### config.mk
export PLATFORM = sky130hd
export DESIGN_NAME = stream_mux_arb
export DESIGN_NICKNAME = d
export VERILOG_FILES = /design/src/rtl/stream_pkg.sv /design/src/rtl/rr_arbiter.sv /design/src/rtl/stream_mux_arb.sv
export SDC_FILE = /design/constraint.sdc
export NUM_CORES = 1
export LEC_CHECK = 0
export BUFFER_PORTS_ARGS = -buffer_cell sky130_fd_sc_hd__buf_2
export CAP_MARGIN = 20
export CELL_PAD_IN_SITES_DETAIL_PLACEMENT = 1
export CELL_PAD_IN_SITES_GLOBAL_PLACEMENT = 1
export CORE_UTILIZATION = 27
export CTS_CLUSTER_SIZE = 30
export DETAILED_ROUTE_END_ITERATION = 10
export GPL_ROUTABILITY_DRIVEN = 0
export PLACE_DENSITY_LB_ADDON = 0.1
export SYNTH_ARGS = -nofsm -noshare
export SYNTH_HDL_FRONTEND = slang
export SYNTH_HIERARCHICAL = 1
export SYNTH_SLANG_ARGS = --single-unit
### constraint.sdc
create_clock -name clk -period 2.4 [get_ports clk]
set_input_delay 0.12 -clock clk [delete_from_list [all_inputs] [get_ports clk]]
set_output_delay 0.12 -clock clk [all_outputs]
set_load 0.05 [all_outputs]
### src/rtl/stream_pkg.sv
// Shared constants and helpers for the stream multiplexer family.
package stream_pkg;

  localparam int MODE_SEL = 0;
  localparam int MODE_RR  = 1;

  // Index width needed to address n channels (at least one bit).
  function automatic int idx_w(input int n);
    return (n <= 2) ? 1 : $clog2(n);
  endfunction

endpackage

### src/rtl/rr_arbiter.sv
// Combinational round-robin search: first requester above ptr, wrapping modulo N.
module rr_arbiter
  import stream_pkg::*;
#(
  parameter int N  = 4,
  parameter int SW = idx_w(N)
) (
  input  logic [N-1:0]  req,
  input  logic [SW-1:0] ptr,
  output logic [SW-1:0] gnt_idx,
  output logic          gnt_vld
);

  // Walk the offsets from farthest to nearest so the nearest requester wins.
  always_comb begin
    int j;
    gnt_vld = 1'b0;
    gnt_idx = '0;
    j       = 0;
    for (int k = N; k >= 1; k--) begin
      j = (int'(ptr) + k) % N;
      if (req[j]) begin
        gnt_vld = 1'b1;
        gnt_idx = SW'(j);
      end
    end
  end

endmodule

### src/rtl/stream_mux_arb.sv
// N:1 registered stream mux with valid/ready flow control, per-packet channel lock,
// and either external select or round-robin source choice.
module stream_mux_arb
  import stream_pkg::*;
#(
  parameter int W    = 32,
  parameter int N    = 4,
  parameter int SW   = idx_w(N),
  parameter int MODE = MODE_SEL
) (
  input  logic           clk,
  input  logic           rst,
  input  logic [N*W-1:0] in_data,
  input  logic [N-1:0]   in_valid,
  input  logic [N-1:0]   in_last,
  output logic [N-1:0]   in_ready,
  input  logic [SW-1:0]  sel,
  output logic [W-1:0]   out_data,
  output logic           out_valid,
  output logic           out_last,
  output logic [SW-1:0]  out_src,
  input  logic           out_ready,
  output logic           locked
);

  logic [W-1:0]  data_p1;
  logic          last_p1;
  logic [SW-1:0] src_p1;
  logic          vld_p1;

  logic          lock_q;
  logic [SW-1:0] lock_idx_q;
  logic [SW-1:0] ptr_q;

  logic [SW-1:0] rr_idx;
  logic          rr_vld;
  logic [SW-1:0] gnt_idx;
  logic          gnt_vld;
  logic          slot_free;
  logic          accept;
  logic          acc_last;

  rr_arbiter #(.N(N), .SW(SW)) u_arb (
    .req     (in_valid),
    .ptr     (ptr_q),
    .gnt_idx (rr_idx),
    .gnt_vld (rr_vld)
  );

  // A held lock overrides both select sources; out-of-range sel grants nobody.
  always_comb begin
    if (lock_q) begin
      gnt_idx = lock_idx_q;
      gnt_vld = 1'b1;
    end else if (MODE == MODE_RR) begin
      gnt_idx = rr_idx;
      gnt_vld = rr_vld;
    end else begin
      gnt_idx = sel;
      gnt_vld = ({1'b0, sel} < (SW+1)'(N));
    end
  end

  assign slot_free = !vld_p1 || out_ready;

  always_comb begin
    in_ready = '0;
    for (int c = 0; c < N; c++)
      in_ready[c] = !rst && slot_free && gnt_vld && (gnt_idx == SW'(c));
  end

  assign accept   = |(in_valid & in_ready);
  assign acc_last = in_last[gnt_idx];

  // ---- stage p0 -> p1: output register, lock and packet-fair pointer ----
  always_ff @(posedge clk) begin
    if (rst) begin
      data_p1    <= '0;
      last_p1    <= 1'b0;
      src_p1     <= '0;
      vld_p1     <= 1'b0;
      lock_q     <= 1'b0;
      lock_idx_q <= '0;
      ptr_q      <= SW'(N-1);
    end else if (accept) begin
      data_p1    <= in_data[gnt_idx*W +: W];
      last_p1    <= acc_last;
      src_p1     <= gnt_idx;
      vld_p1     <= 1'b1;
      lock_q     <= !acc_last;
      lock_idx_q <= gnt_idx;
      if (acc_last)
        ptr_q <= gnt_idx;
    end else if (out_ready) begin
      vld_p1 <= 1'b0;
    end
  end

  assign out_data  = data_p1;
  assign out_last  = last_p1;
  assign out_src   = src_p1;
  assign out_valid = vld_p1;
  assign locked    = lock_q;

endmodule

==> results_dict.tcl, run 1 <==
set metrics [dict create \
    clkSlewWorstSetupHoldPaths_ns 0.08 \
    switching_power_uw 920 \
    ant_nets 0 \
    end_kind "output pin" \
    clk_path_buf_depth 2 \
    min_path_cells 4 \
    switching_share_pct 42.3 \
    rrSetupSlack_ns 0.34 \
    syn_inst 390 \
    fin_crit_ns 2.08 \
    cts-buffers-inserted 5 \
    setup_tns_ns 0 \
    antenna_cells 0 \
    slew_headroom_pct 53.7 \
    vias 3204 \
    drv_cap 0 \
    pwr-share-seq_pct 32.9 \
    nets 694 \
    rows 35 \
    fmax_mhz 481 \
    io_buffer_count 181 \
    cp_max_fo 68 \
    start_util_pct 28.1 \
    gr-usage-all-layers_pct 18.6 \
    critPathArrivalTime_ns 1.96 \
    syn2layout_area_growth_pct 41.0 \
    worst_pin_slew_ns 0.694 \
    clockRootBuffer "clkbuf_8" \
    ios 182 \
    drive_above_1_share_pct 48.7 \
    ff2ff_path_depth 5 \
    dp_hpwl_mm 6.72 \
    syn_area_per_cell_um2 6.72 \
    core_mm2 0.00933 \
    drc_errors 0 \
    peakVddDrop_mv 0.195 \
    first_iter_violations 70 \
    powerDensity_mw_per_mm2 589 \
    r2r_start "locked" \
    cp_data_required_time_ns 2.28 \
    die_area_mm2 0.0101 \
    power.internal_mw 1.26 \
    grt_overflow 0 \
    combPwrFrac_pct 44.8 \
    status "complete, no violations" \
    clock_latency_ns 0.29 \
    die_x_um 101 \
    hold_path_end "out_valid" \
    fin_worst_skew_ns 0.00566 \
    finalSetupViolCount 0 \
    cts_sinks 37 \
    routedWlPerCell_um 13.9 \
    hold_viol_final 0 \
    r2r_end "locked" \
    clock_power_share_pct 22.3 \
    drv_slew 0 \
    crit_path_start_kind "flop" \
    htreeDepth 2 \
    placed_area_mm2 0.00358 \
    synth_cell_types 24 \
    grt_max_degree 69 \
    final_core_util_pct 39.6 \
    final_area_mm2 0.00369 \
    first_global_vias 3209 \
    path_class "reg -> out" \
    grt_setup_unrepaired "false" \
    leakagePower_nw 1.79 \
    worst_hold_path_type "in -> reg" \
    hp-start "out_ready" \
    drt-pass1-iter-count 4 \
    via_per_inst 4.69 \
    syn_area_mm2 0.00262 \
    syn-num-nets 531 \
    cts_tree "done" \
    dieHeight_um 101 \
    drt-total-wl_mm 9.51 \
    ys_seq_elements 37 \
    yosysWarnings 6 \
    antenna_found_initial 0 \
    yosysSeqAreaShare_pct 28.3 \
    fin_crit_sh_pct 86.5 \
    grt_pass1_wl_mm 15.1 \
]
## worst max path at each step
| stage | end | slack (ns) | from |
|---|---|---|---|
| after floorplan | in_ready[0] | -0.39 | locked |
| after detailed placement | out_data[0] | 0.04 | locked |
| after global placement | out_data[17] | 0.14 | locked |
| final | in_ready[0] | 0.32 | locked |
| after global routing | in_ready[0] | 0.13 | locked |
| after CTS | out_data[0] | 0.02 | locked |
## worst max-delay path, stage by stage, from the launching register on
cell and delay (ns):
dfxtp_1 0.41, mux2_2 0.37, buf_4 0.31, nor3_1 0.27, buf_2 0.29
## layer usage
| layer | routed length [µm] | share of wire [%] | vias up | GRT usage, % |
|---|---|---|---|---|
| met5 | 0 | 0 | - | 0 |
| met3 | 568 | 6.0 | 6 | 4.02 |
| li1 | - | - | 1619 | - |
| met2 | 4600 | 48 | 106 | 33.4 |
| met4 | 76 | 0.80 | 0 | 3.68 |
| met1 | 4270 | 45 | 1473 | 22.9 |
## flip-flops by register name, indices dropped and copies added, names as in the netlist
| register | cells |
|---|---|
| locked | 1 |
| lock_idx_q | 2 |
| out_last | 1 |
| out_valid | 1 |
| out_data | 32 |
## cells by family (layout without fill, tap and decap cells)
| group | after synthesis | after routing | share of synthesized area, % |
|---|---|---|---|
| AOI/OAI and AO/OA | 39 | 39 | 12.1 |
| muxes | 7 | 7 | 3.87 |
| buffers and inverters | 35 | 198 | 8.45 |
| and+or+nand+nor | 272 | 273 | 47.3 |
| DFF | 37 | 37 | 28.3 |
## synthesized netlist by cell type, drive strengths merged
cell type  number  area share, %
clkbuf         21            3.0
nand3          96             18
buf            14            5.4
mux2i           3            1.1
nand2         164             26
nand2b          1           0.24
a211oi          2           0.76
or2             1           0.24
nor2            4           0.57
a21oi          35             11
mux4            2            1.7
nor3            4           0.76
o21ai           2           0.38
dfxtp          37             28
mux2            2            1.0
nor2b           2           0.76
## power by group through the flow
stage | clock network (mW) | logic, mW | registers, mW
2_1_floorplan | 0 | 0.501 | 0.931
3_3_place_gp | 0 | 0.973 | 0.728
3_5_place_dp | 0 | 0.982 | 0.730
4_1_cts | 0.506 | 0.984 | 0.716
5_1_grt | 0.533 | 1.08 | 0.723
6_report | 0.486 | 0.974 | 0.715
## layout make-up
cell class,instances,area (µm²)
multi-input combinational,319,1700
timing repair buffer,190,986
tap,129,161
fill,1295,5630
clock buffer,7,96.3
clock inverter,1,5.00
sequential,37,741
## per-stage QoR
stage | total power, mW | instances | hold WS (ns) | setup WS, ns
detailed placement | 1.71 | 674 | 0.449 | 0.0418
global route | 2.33 | 683 | 0.167 | 0.129
finish | 2.18 | 683 | 0.155 | 0.323
global placement | 1.70 | 674 | 0.441 | 0.142
CTS | 2.21 | 682 | 0.147 | 0.0237
floorplan | 1.43 | 390 | 0.342 | -0.387
## layout by cell type (no fill, tap or decap), types with 2 or more instances in the layout
cell / count
buf_4: 8
clkbuf_8: 7
o21ai_0: 2
mux4_2: 2
a21oi_2: 30
nor2_1: 4
nor3_1: 3
a21oi_1: 5
mux2i_4: 2
nand2_2: 30
nand2_1: 134
nor2b_4: 2
buf_2: 181
dfxtp_1: 37
nand3_1: 96
## timing repair
item | CTS | global route
buffers inserted | 0 | 0
endpoints found under the hold margin | 0 | 0
setup endpoints to repair | 0 | 35
hold buffers | 0 | 0
gates resized for setup | 0 | 1
Power figures use the tool's default switching activity.
==> run 2: changes to the inputs <==
==> constraint.sdc (replaced) <==
create_clock -name clk -period 2 [get_ports clk]
set_input_delay 0.1 -clock clk [delete_from_list [all_inputs] [get_ports clk]]
set_output_delay 0.1 -clock clk [all_outputs]
set_load 0.05 [all_outputs]
==> run 2 against run 1 <==
Compared with the run above:
- critical path depth up 2
- first-iteration DRC count down 13%
- clock-buffer cell count up 1
- clock skew down 0.0021 ns
- hold slack better by 0.0083 ns
- critical endpoint is now lock_idx_q[0]
- largest cell class unchanged
==> results_dict.tcl, run 2 (synthesis gave the netlist of run 1 again) <==
set metrics [dict create \
    cp_slowest_stage_delay_ns 0.45 \
    antenna_found_initial 0 \
    drt-pass1-iter-count 4 \
    syn2layout_area_growth_pct 43.5 \
    drv_slew 0 \
    slew_headroom_pct 59.2 \
    drc_errors 0 \
    cts-buffers-inserted 5 \
    die_x_um 101 \
    dp_hpwl_mm 7.26 \
    finalPower_mw 2.56 \
    first_global_vias 3228 \
    drv_cap 0 \
    clock_latency_ns 0.28 \
    mostFrequentLayoutCell "buf_2" \
    ios 182 \
    peakVddDrop_mv 0.247 \
    powerDensity_mw_per_mm2 682 \
    grt_max_degree 40 \
    critPathArrivalTime_ns 1.99 \
    fin_worst_skew_ns 0.00354 \
    cts_sinks 37 \
    path_class "reg -> reg" \
    via_per_inst 4.65 \
    fin_crit_ns 1.85 \
    cpLargestDelayFamily "multiplexers" \
    rows 35 \
    seq_area_um2 746 \
    ctsHoldBuffers 0 \
    grt_pass1_wl_mm 15.5 \
    die_area_mm2 0.0101 \
    dp_slack_ns 0.148 \
    first_iter_violations 61 \
    cts_resized 0 \
    core_mm2 0.00933 \
    largest_register_ffs 32 \
    worst_hold_path_type "in -> reg" \
    worst_pin_slew_ns 0.611 \
    finalSetupViolCount 0 \
    cp_data_required_time_ns 2.14 \
    cp_max_fo 26 \
    start_util_pct 28.1 \
    post-cts-setup-buffers 0 \
    worst_path_max_delay_cell "mux4_2" \
    drive_above_1_share_pct 49.4 \
    fin_crit_sh_pct 92.6 \
    gr-usage-all-layers_pct 19.3 \
    htreeDepth 2 \
    setup_tns_ns 0 \
    hold_viol_final 0 \
    leakagePower_nw 1.81 \
    fmax_mhz 540 \
    grt_setup_unrepaired "false" \
    drt-total-wl_mm 9.40 \
    dieHeight_um 101 \
    crit_chain "mux2_4 -> mux4_2 -> nor2b_4 -> buf_12 -> nor2_1 -> a211oi_2" \
    multi_input_area_mm2 0.00173 \
    clkSlewWorstSetupHoldPaths_ns 0.07 \
    vias 3193 \
    status "complete, no violations" \
    crit_buf_inv 1 \
    ant_nets 0 \
    antenna_cells 0 \
    clk_path_buf_depth 2 \
    routedWlPerCell_um 13.7 \
    grt_overflow 0 \
    cts_tree "done" \
    final_cell_mix "buf_2 (181), nand2_1 (134), nand3_1 (96)" \
    crit_path_start_kind "flop" \
    end_kind "flop" \
    nFillCells 1257 \
    finalWorstSetupSlack_ns 0.147 \
    nets 697 \
    clockRootBuffer "clkbuf_8" \
    io_buffer_count 181 \
]
## run 2: cell types whose count changed in the layout (fill, tap and decap cells not counted)
cell,delta
buf_12,+2
buf_4,+2
clkbuf_1,+3
clkbuf_8,-2
clkinv_2,-1
dfxtp_1,-2
dfxtp_2,+1
dfxtp_4,+1
nor2b_4,-1
nor3_1,-3
nor3_2,-1
nor3_4,+4
## run 2: stage by stage
stage | util, % | hold WS, ns | std cells | area, µm²
after floorplan | - | 0.322 | 390 | 2670
after global placement | 39.4 | 0.444 | 678 | 3680
after detailed placement | 39.4 | 0.450 | 678 | 3680
after CTS | 40.3 | 0.160 | 686 | 3760
after global routing | 40.3 | 0.196 | 686 | 3760
final | 40.3 | 0.164 | 686 | 3760
## run 2: power by group
part | switching, mW | internal (mW)
logic | 0.789 | 0.409
clock network | 0.255 | 0.248
registers | 0.0544 | 0.810
total | 1.10 | 1.47
## run 2: path summary, 6_finish.rpt
kind / to / cells past startpoint / from / slack (ns)
setup / recovery: lock_idx_q[0] / 6 / locked / 0.15
hold / removal: out_valid / 4 / out_ready / 0.16
setup reg to reg: lock_idx_q[0] / 6 / locked / 0.15
hold reg to reg: out_data[17] / 2 / out_data[17] / 0.46
## run 2: cell type report
| type | instances | share of cell area, % |
|---|---|---|
| repair buffers | 194 | 27.7 |
| clock buffers | 8 | 2.13 |
| flip-flops and latches | 37 | 19.8 |
| multi-input cells | 318 | 46.0 |
| well taps | 129 | 4.29 |
## run 2: metal layers
layer / global-route usage, % / vias up / routed length, µm
met5: 0 / - / 0
met4: 3.68 / 0 / 70
met3: 5.27 / 6 / 638
met2: 34.3 / 106 / 4620
met1: 23.3 / 1456 / 4070
li1: - / 1625 / -
## run 2: worst register-to-register path, stage by stage, from the launching register on
cell and delay [ns]:
dfxtp_4 0.41, mux2_4 0.33, mux4_2 0.45, nor2b_4 0.16, buf_12 0.17, nor2_1 0.13, a211oi_2 0.06
==> run 3: changes to the inputs <==
--- a/config.mk
+++ b/config.mk
@@ -9,6 +9,7 @@
 export CAP_MARGIN = 20
 export CELL_PAD_IN_SITES_DETAIL_PLACEMENT = 1
 export CELL_PAD_IN_SITES_GLOBAL_PLACEMENT = 1
+export CORE_MARGIN = 2
 export CORE_UTILIZATION = 27
 export CTS_CLUSTER_SIZE = 30
 export DETAILED_ROUTE_END_ITERATION = 10
==> run 3 against run 2 <==
Compared with the run above:
- via count is 1.0% higher
- design area is 0.77% higher
- register-to-register slack about the same
- sequential share of layout area shrank 0.15 points
- die area rose by 4.0%
- global-route usage shrank 1.2 points
- hold slack worse by 0.018 ns
- clock skew fell by 0.00060 ns
- non-clock buffer count is the same
==> results_dict.tcl, run 3 (synthesis gave the netlist of run 1 again) <==
set metrics [dict create \
    status "complete, no violations" \
    worst_pin_slew_ns 0.605 \
    vias 3226 \
    pwr-share-seq_pct 32.5 \
    rows 35 \
    cts_sinks 37 \
    grt.met1_usage_pct 22.3 \
    place_inst 677 \
    grt_overflow 0 \
    placed_area_mm2 0.00366 \
    routedWlPerCell_um 13.8 \
    path_class "reg -> out" \
    switching_share_pct 42.1 \
    die_area_mm2 0.0105 \
    stdcell_count 686 \
    ant_nets 0 \
    drive_above_1_share_pct 49.9 \
    grt_use_met2_pct 31.9 \
    drv_slew 0 \
    setup_tns_ns 0 \
    combPwrFrac_pct 45.3 \
    cts_tree "done" \
    antenna_cells 0 \
    nFillCells 1273 \
    grt_pass1_wl_mm 15.1 \
    syn2layout_area_growth_pct 44.6 \
    cp_data_required_time_ns 1.90 \
    htreeDepth 2 \
    largest_register_ffs 32 \
    fin_crit_sh_pct 94.4 \
    cts-buffers-inserted 5 \
    worst_hold_path_type "in -> reg" \
    slew_headroom_pct 59.7 \
    cp_max_fo 20 \
    grt_max_degree 69 \
    nets 697 \
    io_buffer_count 181 \
    drt-total-wl_mm 9.46 \
    clkSlewWorstSetupHoldPaths_ns 0.08 \
    drv_cap 0 \
    use_met3_pct 4.54 \
    dieHeight_um 103 \
    gr-usage-all-layers_pct 18.1 \
    clockRootBuffer "clkbuf_8" \
    fin_worst_skew_ns 0.00295 \
    final_cell_mix "buf_2 (179), nand2_1 (134), nand3_1 (96)" \
    dp_hpwl_mm 7.13 \
    finalSetupViolCount 0 \
    dp_slack_ns 0.0432 \
    die_x_um 103 \
    powerDensity_mw_per_mm2 699 \
    mostFrequentLayoutCell "buf_2" \
    via_per_inst 4.70 \
    start_util_pct 28.1 \
    peakVddDrop_mv 0.250 \
    switching_power_mw 1.11 \
    first_global_vias 3245 \
    clock_power_share_pct 22.2 \
    antenna_found_initial 0 \
    grt_busiest_layer "met2" \
    clk_path_buf_depth 2 \
    final_area_mm2 0.00379 \
    fmax_mhz 529 \
    leakagePower_nw 1.83 \
    drt-pass1-iter-count 4 \
    critPathArrivalTime_ns 1.79 \
    clock_latency_ns 0.29 \
    fin_crit_ns 1.89 \
    first_iter_violations 69 \
    ios 182 \
    drc_errors 0 \
    end_kind "output pin" \
    core_mm2 0.00933 \
    grt_setup_unrepaired "false" \
    hold_viol_final 0 \
    crit_path_start_kind "flop" \
    finalPower_mw 2.65 \
    ctsHoldBuffers 0 \
    power.internal_mw 1.53 \
    finalWorstSetupSlack_ns 0.111 \
]
## run 3: through the flow
stage          util, %  hold slack (ns)
2_1_floorplan        -            0.322
3_3_place_gp      39.2            0.441
3_5_place_dp      39.2            0.449
4_1_cts           40.4            0.133
5_1_grt           40.6            0.186
6_report          40.6            0.145
## run 3: path summary, 6_finish.rpt
kind                             startpoint           end  slack, ns  cells past startpoint
worst min register to register  out_data[9]   out_data[9]       0.46                      2
worst max register to register       locked  out_data[11]       0.14                      6
worst max-delay path                 locked   in_ready[2]       0.11                      5
worst min-delay path              out_ready     out_valid       0.15                      4
## run 3: power groups by stage
| stage | clock network, mW | logic, mW | registers (mW) |
|---|---|---|---|
| floorplan | 0 | 0.618 | 1.12 |
| global placement | 0 | 1.20 | 0.875 |
| detailed placement | 0 | 1.21 | 0.878 |
| CTS | 0.618 | 1.22 | 0.861 |
| global route | 0.650 | 1.32 | 0.871 |
| finish | 0.589 | 1.20 | 0.859 |
## run 3: routing by layer
layer	up-vias	routed length, µm
met5	-	0
met4	0	65
met3	6	713
met2	105	4630
met1	1492	4050
li1	1623	-
## run 3: worst max-delay path, stage by stage (launching register included)
cell and delay (ns):
dfxtp_4 0.41, mux2_4 0.33, buf_6 0.18, buf_6 0.19
nor3_4 0.19, buf_6 0.18
## run 3: timing repair
| item | in CTS | in global routing |
|---|---|---|
| gates resized for setup | 4 | 2 |
| endpoints found under the setup margin | 3 | 15 |
| buffers inserted | 0 | 1 |
## run 3: final cells by class
cell class	count	area (µm²)	share of cell area, %
multi-input cells	318	1730	45.7
repair buffers	194	1050	27.7
flip-flops and latches	37	746	19.7
well taps	129	161	4.26
clock buffers	7	96.3	2.54
clock inverters	1	5.00	0.132
